[src/rtl/alu_pkg.sv]
// Purpose: shared ALU opcodes and front-end FSM state encoding.
// Latency: n/a (constants and types only).
// Backpressure: n/a.
// Used by the ALU, its bench and alu_uart_interface.
package alu_pkg;

  // ALU opcodes (low 4 bits of the opcode byte)
  localparam logic [3:0] OP_ADD = 4'b0001;
  localparam logic [3:0] OP_SUB = 4'b0010;
  localparam logic [3:0] OP_AND = 4'b0011;
  localparam logic [3:0] OP_OR  = 4'b0101;
  localparam logic [3:0] OP_XOR = 4'b0111;
  localparam logic [3:0] OP_SRA = 4'b1000;
  localparam logic [3:0] OP_SRL = 4'b1100;
  localparam logic [3:0] OP_NOR = 4'b1110;

  // Front-end FSM state encoding
  localparam logic [2:0] ST_WAIT_A  = 3'd0;
  localparam logic [2:0] ST_WAIT_B  = 3'd1;
  localparam logic [2:0] ST_WAIT_OP = 3'd2;
  localparam logic [2:0] ST_EXEC    = 3'd3;
  localparam logic [2:0] ST_SEND    = 3'd4;
  localparam logic [2:0] ST_WAIT_TX = 3'd5;

  typedef enum logic [2:0] {
    S_WAIT_A  = ST_WAIT_A,
    S_WAIT_B  = ST_WAIT_B,
    S_WAIT_OP = ST_WAIT_OP,
    S_EXEC    = ST_EXEC,
    S_SEND    = ST_SEND,
    S_WAIT_TX = ST_WAIT_TX
  } state_e;

endpackage

[src/rtl/timeout_counter.sv]
// Purpose: inter-byte idle counter; flags expiry on the last allowed idle cycle.
// Latency: o_expired is decoded from the registered count (no extra cycle).
// Backpressure: none; i_clear has priority over i_enable.
// Ports: i_clk, i_rst_n (async active-low), i_enable (count this cycle),
//        i_clear (zero the count), o_expired (count == p_timeoutCycles-1 while enabled).
module timeout_counter #(
  parameter int p_timeoutCycles = 1_000_000
) (
  input  logic i_clk,
  input  logic i_rst_n,
  input  logic i_enable,
  input  logic i_clear,
  output logic o_expired
);

  // p_timeoutCycles == 0 disables the timeout; keep at least one bit of state.
  localparam int W = (p_timeoutCycles > 0) ? $clog2(p_timeoutCycles + 1) : 1;
  localparam logic [W-1:0] LAST = (p_timeoutCycles > 0) ? W'(p_timeoutCycles - 1) : '0;

  logic [W-1:0] cnt_d, cnt_q;

  always_comb begin
    cnt_d = cnt_q;
    if (i_clear) begin
      cnt_d = '0;
    end else if (i_enable && (cnt_q != LAST)) begin
      // saturate at LAST; the FSM leaves the counting states on expiry anyway
      cnt_d = cnt_q + W'(1);
    end
  end

  always_ff @(posedge i_clk or negedge i_rst_n) begin
    if (!i_rst_n) begin
      cnt_q <= '0;
    end else begin
      cnt_q <= cnt_d;
    end
  end

  assign o_expired = (p_timeoutCycles > 0) && i_enable && (cnt_q == LAST);

endmodule

[src/rtl/alu_uart_interface.sv]
// Purpose: collect A/B/opcode bytes from UART RX, drive the ALU, send result to UART TX.
// Latency: opcode byte at edge k -> result registered at edge k+1 -> o_txStart in cycle k+1..k+2.
// Backpressure: none on RX; bytes arriving while busy are dropped and flag o_overrun.
// Ports: i_clk, i_rst_n (async active-low); i_rxDone/i_rxData from UART RX;
//        i_txDone, o_txStart/o_txData to UART TX; o_A/o_B/o_ALUBitsControl to ALU,
//        i_ALUResult from ALU; status o_busy, o_timeout (pulse), o_overrun (sticky).
module alu_uart_interface
  import alu_pkg::*;
#(
  parameter int p_dataLength         = 8,
  parameter int p_operatorsInputSize = 4,
  parameter int p_timeoutCycles      = 1_000_000
) (
  input  logic                            i_clk,
  input  logic                            i_rst_n,
  input  logic                            i_rxDone,
  input  logic [7:0]                      i_rxData,
  input  logic                            i_txDone,
  output logic                            o_txStart,
  output logic [7:0]                      o_txData,
  output logic [p_dataLength-1:0]         o_A,
  output logic [p_dataLength-1:0]         o_B,
  output logic [p_operatorsInputSize-1:0] o_ALUBitsControl,
  input  logic [p_dataLength-1:0]         i_ALUResult,
  output logic                            o_busy,
  output logic                            o_timeout,
  output logic                            o_overrun
);

  state_e                            state_d, state_q;
  logic [p_dataLength-1:0]           a_d, a_q;
  logic [p_dataLength-1:0]           b_d, b_q;
  logic [p_operatorsInputSize-1:0]   op_d, op_q;
  logic [7:0]                        tx_data_d, tx_data_q;
  logic                              timeout_d, timeout_q;
  logic                              overrun_d, overrun_q;

  logic cnt_enable;
  logic cnt_clear;
  logic cnt_expired;

  // Only the low bits of each byte are used; the rest are intentionally ignored.
  logic unused_rx_bits;
  assign unused_rx_bits = ^i_rxData;

  assign cnt_enable = (state_q == S_WAIT_B) || (state_q == S_WAIT_OP);

  timeout_counter #(
    .p_timeoutCycles(p_timeoutCycles)
  ) u_timeout_counter (
    .i_clk    (i_clk),
    .i_rst_n  (i_rst_n),
    .i_enable (cnt_enable),
    .i_clear  (cnt_clear),
    .o_expired(cnt_expired)
  );

  always_comb begin
    state_d   = state_q;
    a_d       = a_q;
    b_d       = b_q;
    op_d      = op_q;
    tx_data_d = tx_data_q;
    timeout_d = 1'b0;
    overrun_d = overrun_q;
    cnt_clear = 1'b0;

    case (state_q)
      S_WAIT_A: begin
        if (i_rxDone) begin
          a_d       = i_rxData[p_dataLength-1:0];
          state_d   = S_WAIT_B;
          cnt_clear = 1'b1;
        end
      end
      S_WAIT_B: begin
        // a byte on the expiry cycle wins over the timeout
        if (i_rxDone) begin
          b_d       = i_rxData[p_dataLength-1:0];
          state_d   = S_WAIT_OP;
          cnt_clear = 1'b1;
        end else if (cnt_expired) begin
          state_d   = S_WAIT_A;
          timeout_d = 1'b1;
        end
      end
      S_WAIT_OP: begin
        if (i_rxDone) begin
          op_d      = i_rxData[p_operatorsInputSize-1:0];
          state_d   = S_EXEC;
          cnt_clear = 1'b1;
        end else if (cnt_expired) begin
          state_d   = S_WAIT_A;
          timeout_d = 1'b1;
        end
      end
      S_EXEC: begin
        // sign-extend the ALU result to a full byte
        tx_data_d = 8'($signed(i_ALUResult));
        state_d   = S_SEND;
        if (i_rxDone) overrun_d = 1'b1;
      end
      S_SEND: begin
        state_d = S_WAIT_TX;
        if (i_rxDone) overrun_d = 1'b1;
      end
      S_WAIT_TX: begin
        if (i_txDone) state_d = S_WAIT_A;
        if (i_rxDone) overrun_d = 1'b1;
      end
      default: begin
        state_d = S_WAIT_A;
      end
    endcase

    // every (re)entry to or stay in S_WAIT_A starts the next frame with a fresh count
    if (state_d == S_WAIT_A) cnt_clear = 1'b1;
  end

  always_ff @(posedge i_clk or negedge i_rst_n) begin
    if (!i_rst_n) begin
      state_q   <= S_WAIT_A;
      a_q       <= '0;
      b_q       <= '0;
      op_q      <= '0;
      tx_data_q <= '0;
      timeout_q <= 1'b0;
      overrun_q <= 1'b0;
    end else begin
      state_q   <= state_d;
      a_q       <= a_d;
      b_q       <= b_d;
      op_q      <= op_d;
      tx_data_q <= tx_data_d;
      timeout_q <= timeout_d;
      overrun_q <= overrun_d;
    end
  end

  // decoded from state only, so reset removes o_txStart without a clock
  assign o_txStart        = (state_q == S_SEND);
  assign o_busy           = (state_q == S_EXEC) || (state_q == S_SEND) || (state_q == S_WAIT_TX);
  assign o_txData         = tx_data_q;
  assign o_A              = a_q;
  assign o_B              = b_q;
  assign o_ALUBitsControl = op_q;
  assign o_timeout        = timeout_q;
  assign o_overrun        = overrun_q;

endmodule
[config.mk]
export PLATFORM = sky130hd
export DESIGN_NAME = alu_uart_interface
export DESIGN_NICKNAME = d
export VERILOG_FILES = /design/src/rtl/alu_pkg.sv /design/src/rtl/timeout_counter.sv /design/src/rtl/alu_uart_interface.sv
export SDC_FILE = /design/constraint.sdc
export NUM_CORES = 1
export LEC_CHECK = 0
export CAP_MARGIN = 10
export CORE_ASPECT_RATIO = 1.1
export CORE_MARGIN = 5
export CORE_UTILIZATION = 50
export CTS_CLUSTER_DIAMETER = 60
export DETAILED_ROUTE_END_ITERATION = 8
export HOLD_SLACK_MARGIN = 0.03
export PLACE_DENSITY = 0.81
export SLEW_MARGIN = 20
export SYNTH_ARGS = -nofsm -noshare
export SYNTH_HDL_FRONTEND = slang
export SYNTH_SLANG_ARGS = --single-unit
[constraint.sdc]
create_clock -name i_clk -period 2.32 [get_ports i_clk]
set_input_delay 0.232 -clock i_clk [delete_from_list [all_inputs] [get_ports i_clk]]
set_output_delay 0.232 -clock i_clk [all_outputs]
set_load 0.05 [all_outputs]
==> flow_summary.ini, run 1 <==
[detailed_routing]
post_drt_wl_per_cell_um = 15.2
drtIter0Drc = 96
post-route-drc-count = 0
vias = 1642
via_per_inst = 5.30
antenna_left = 0
wirelength_mm = 4.70
dr.pass1.iters = 4

[floorplan]
start_util_pct = 51.5
die_height_um = 82.3
die-width_um = 75.8
die_area_um2 = 6240
num_rows = 26
core_area_um2 = 4620
io_pins = 52

[critical_path]
crit_required_ps = 2090
cp_max_fo = 9
rr_startpoint = u_timeout_counter.cnt_q[6]
cp_num_buf_inv = 1
path_class = reg -> out
slowest_stage = clkdlybuf4s50_1
r2r-end = u_timeout_counter.cnt_q[3]
cp_slowest_stage_delay_ps = 810
critPathLaunchType = flip-flop
r2r_slack_ps = 380
cp.arrival_ps = 1960
reg2regPathDepth = 6
cpLargestDelayFamily = buffers and inverters
worstSetupEndpointType = primary output
worstPathCellList = nand2b_1 -> nor2_1 -> clkdlybuf4s50_1

[yosys]
synth-main-ff-cell = dfrtp_1
netlist_area_um2 = 2380
synth-async-reset-ratio_pct = 100
ys_ff_latch = 53
ys_seq_area_share_pct = 55.8
synth_area_leaders = dfrtp_1 56%, mux2_2 13%, xor2_1 5.9%
synth.avg_cell_area_um2 = 12.5
yosysUniqueCellTypes = 39
synth_area_leader_cell = dfrtp_1
yosysWarnings = 0
synth_edf_count = 0
syn_nets = 211
synth_top_area_share_pct = 55.8
syn_inst = 190

[final_layout]
multi_input_area_um2 = 980
fin_util_pct = 67.0
area_delta_synth_final_pct = 30.1
fillers = 351
num-nets-final = 274
final_cells = 310
antenna_cells = 0
layout_common_cells = 53 x dfrtp_1, 49 x clkdlybuf4s50_1, 28 x mux2_2
drive_gt1_share_pct = 22.4
final_common_cell = dfrtp_1
seq_area_um2 = 1330

[clock_network]
cts-resized-gates = 0
insertion_delay_ps = 300
cts_sinks = 53
cts.path.max_buffers = 2
post-cts-setup-buffers = 0
numCtsBuffers = 5
cts_tree = built
path_clk_slew_ps = 90
cts-root-buf = clkbuf_8
htreeDepth = 2

[power_and_ir_drop]
cellPowerDensity_nw_per_um2 = 1430
p_sw_share_pct = 44.7
pwr-share-seq_pct = 32.0
power.net_switching_mw = 1.98
p_clk_share_pct = 14.9
p_leak_nw = 1.30
power_frac_comb_pct = 53.2
p_int_mw = 2.44
peakVddDrop_mv = 1.16
total_power_mw = 4.42

[global_route]
grt_overflow_total = 0
grt_max_degree = 28
antenna_found_initial = 0
grt_pass1_vias = 1777
grt_usage_pct = 17.2
grt_pass1_wl_mm = 8.26

[outcome]
status = completed

[timing]
finalCritPeriodShare_pct = 94.4
finClkSkew_ps = 3.33
final-setup-viol-count = 0
worstMarginPinSlew_ps = 560
maxSlewHeadroom_pct = 62.7
drv_slew = 0
rsz0062_at_grt = false
tns_ps = 0
fmax_mhz = 457
min_period_ps = 2190
finalHoldViolations = 0
whs_ps = 454

[placement]
dp_hpwl_mm = 3.44
io_buffers = 51
gp_routability_congestion = 0.803
place_inst = 301

[worst_hold_path]
hp-class = in -> async

[run]
drv_cap = 0
## flip-flops by register name, summed over array words and instances, names as in the netlist
signal,count
o_A,8
state_q,3
u_timeout_counter.cnt_q,20
o_timeout,1
o_txData,8
o_overrun,1
o_B,8
o_ALUBitsControl,4
## timing repair
action                     CTS  global route
hold buffers                 1             0
hold endpoints to repair    25             0
setup endpoints to repair    0             0
## per-layer routing
metal,track usage [%],routed length (µm),vias to the layer above
met1,22.1,2010,804
met2,26.3,2210,39
met3,7.87,431,6
met4,4.72,48,0
li1,-,-,793
met5,0,0,-
## power groups by stage
stage	logic [mW]	clock network (mW)	registers, mW
floorplan	0.815	0	2.25
global placement	2.35	0	1.41
detailed placement	2.36	0	1.43
CTS	2.37	0.673	1.42
global route	2.48	0.708	1.46
finish	2.35	0.657	1.41
## stage by stage
stage / instance area [µm²] / setup WS [ps]
6_report: 3100 / 130
5_1_grt: 3100 / 15.8
4_1_cts: 3100 / 110
3_5_place_dp: 2970 / 391
3_3_place_gp: 2970 / 433
2_1_floorplan: 2380 / 454
## cell families after synthesis
group | Yosys count | share of synthesized area, %
AOI/OAI and AO/OA | 13 | 4.16
xor gates and xnor gates | 18 | 6.94
adders and majority gates | 1 | 0.526
buffers and inverters | 8 | 3.05
DFF | 53 | 55.8
muxes | 28 | 13.3
and+or+nand+nor | 69 | 16.3
## worst reg2reg max path, stage by stage, from the launching register on
cell	delay [ps]
dfrtp_1	420
or3b_1	410
or2_1	260
or2_0	270
a31oi_4	190
buf_4	200
a211oi_1	60
## cell type report
cell class                 instances  share of cell area [%]
clock buffer                       6                    2.67
clock inverter                     2                    1.21
inverter                           1                   0.121
multi-input combinational        129                    31.6
sequential                        53                    42.8
tap                               56                    2.26
timing repair buffer              63                    19.2
## synthesized netlist by cell type (2+ instances only)
cell type  count
dfrtp_1       53
mux2_2        28
nor2_1        22
xor2_1        16
nand3_1        9
nand2_1        7
and3_1         4
buf_6          4
nand4_1        4
a21oi_1        3
nor3b_1        3
o211ai_1       3
a211oi_1       2
a21o_1         2
buf_2          2
nand2b_1       2
nor3_1         2
nor4_1         2
o21ai_0        2
## worst max path at each step
stage                          startpoint                         end  cells past startpoint
2_1_floorplan  u_timeout_counter.cnt_q[6]  u_timeout_counter.cnt_q[3]                      7
3_3_place_gp   u_timeout_counter.cnt_q[6]  u_timeout_counter.cnt_q[3]                      6
3_5_place_dp   u_timeout_counter.cnt_q[6]  u_timeout_counter.cnt_q[3]                      6
4_1_cts                        state_q[1]                   o_txStart                      3
5_1_grt                        state_q[1]                   o_txStart                      3
6_report                       state_q[1]                   o_txStart                      3
No activity file was read; power rests on OpenSTA's default activity.
==> inputs of run 2 (changes only) <==
--- a/config.mk
+++ b/config.mk
@@ -13,7 +13,6 @@
 export DETAILED_ROUTE_END_ITERATION = 8
 export HOLD_SLACK_MARGIN = 0.03
 export PLACE_DENSITY = 0.81
-export SLEW_MARGIN = 20
 export SYNTH_ARGS = -nofsm -noshare
 export SYNTH_HDL_FRONTEND = slang
 export SYNTH_SLANG_ARGS = --single-unit
==> results of run 2 <==
The final DEF is identical to that of run 1; final timing and power are the same.
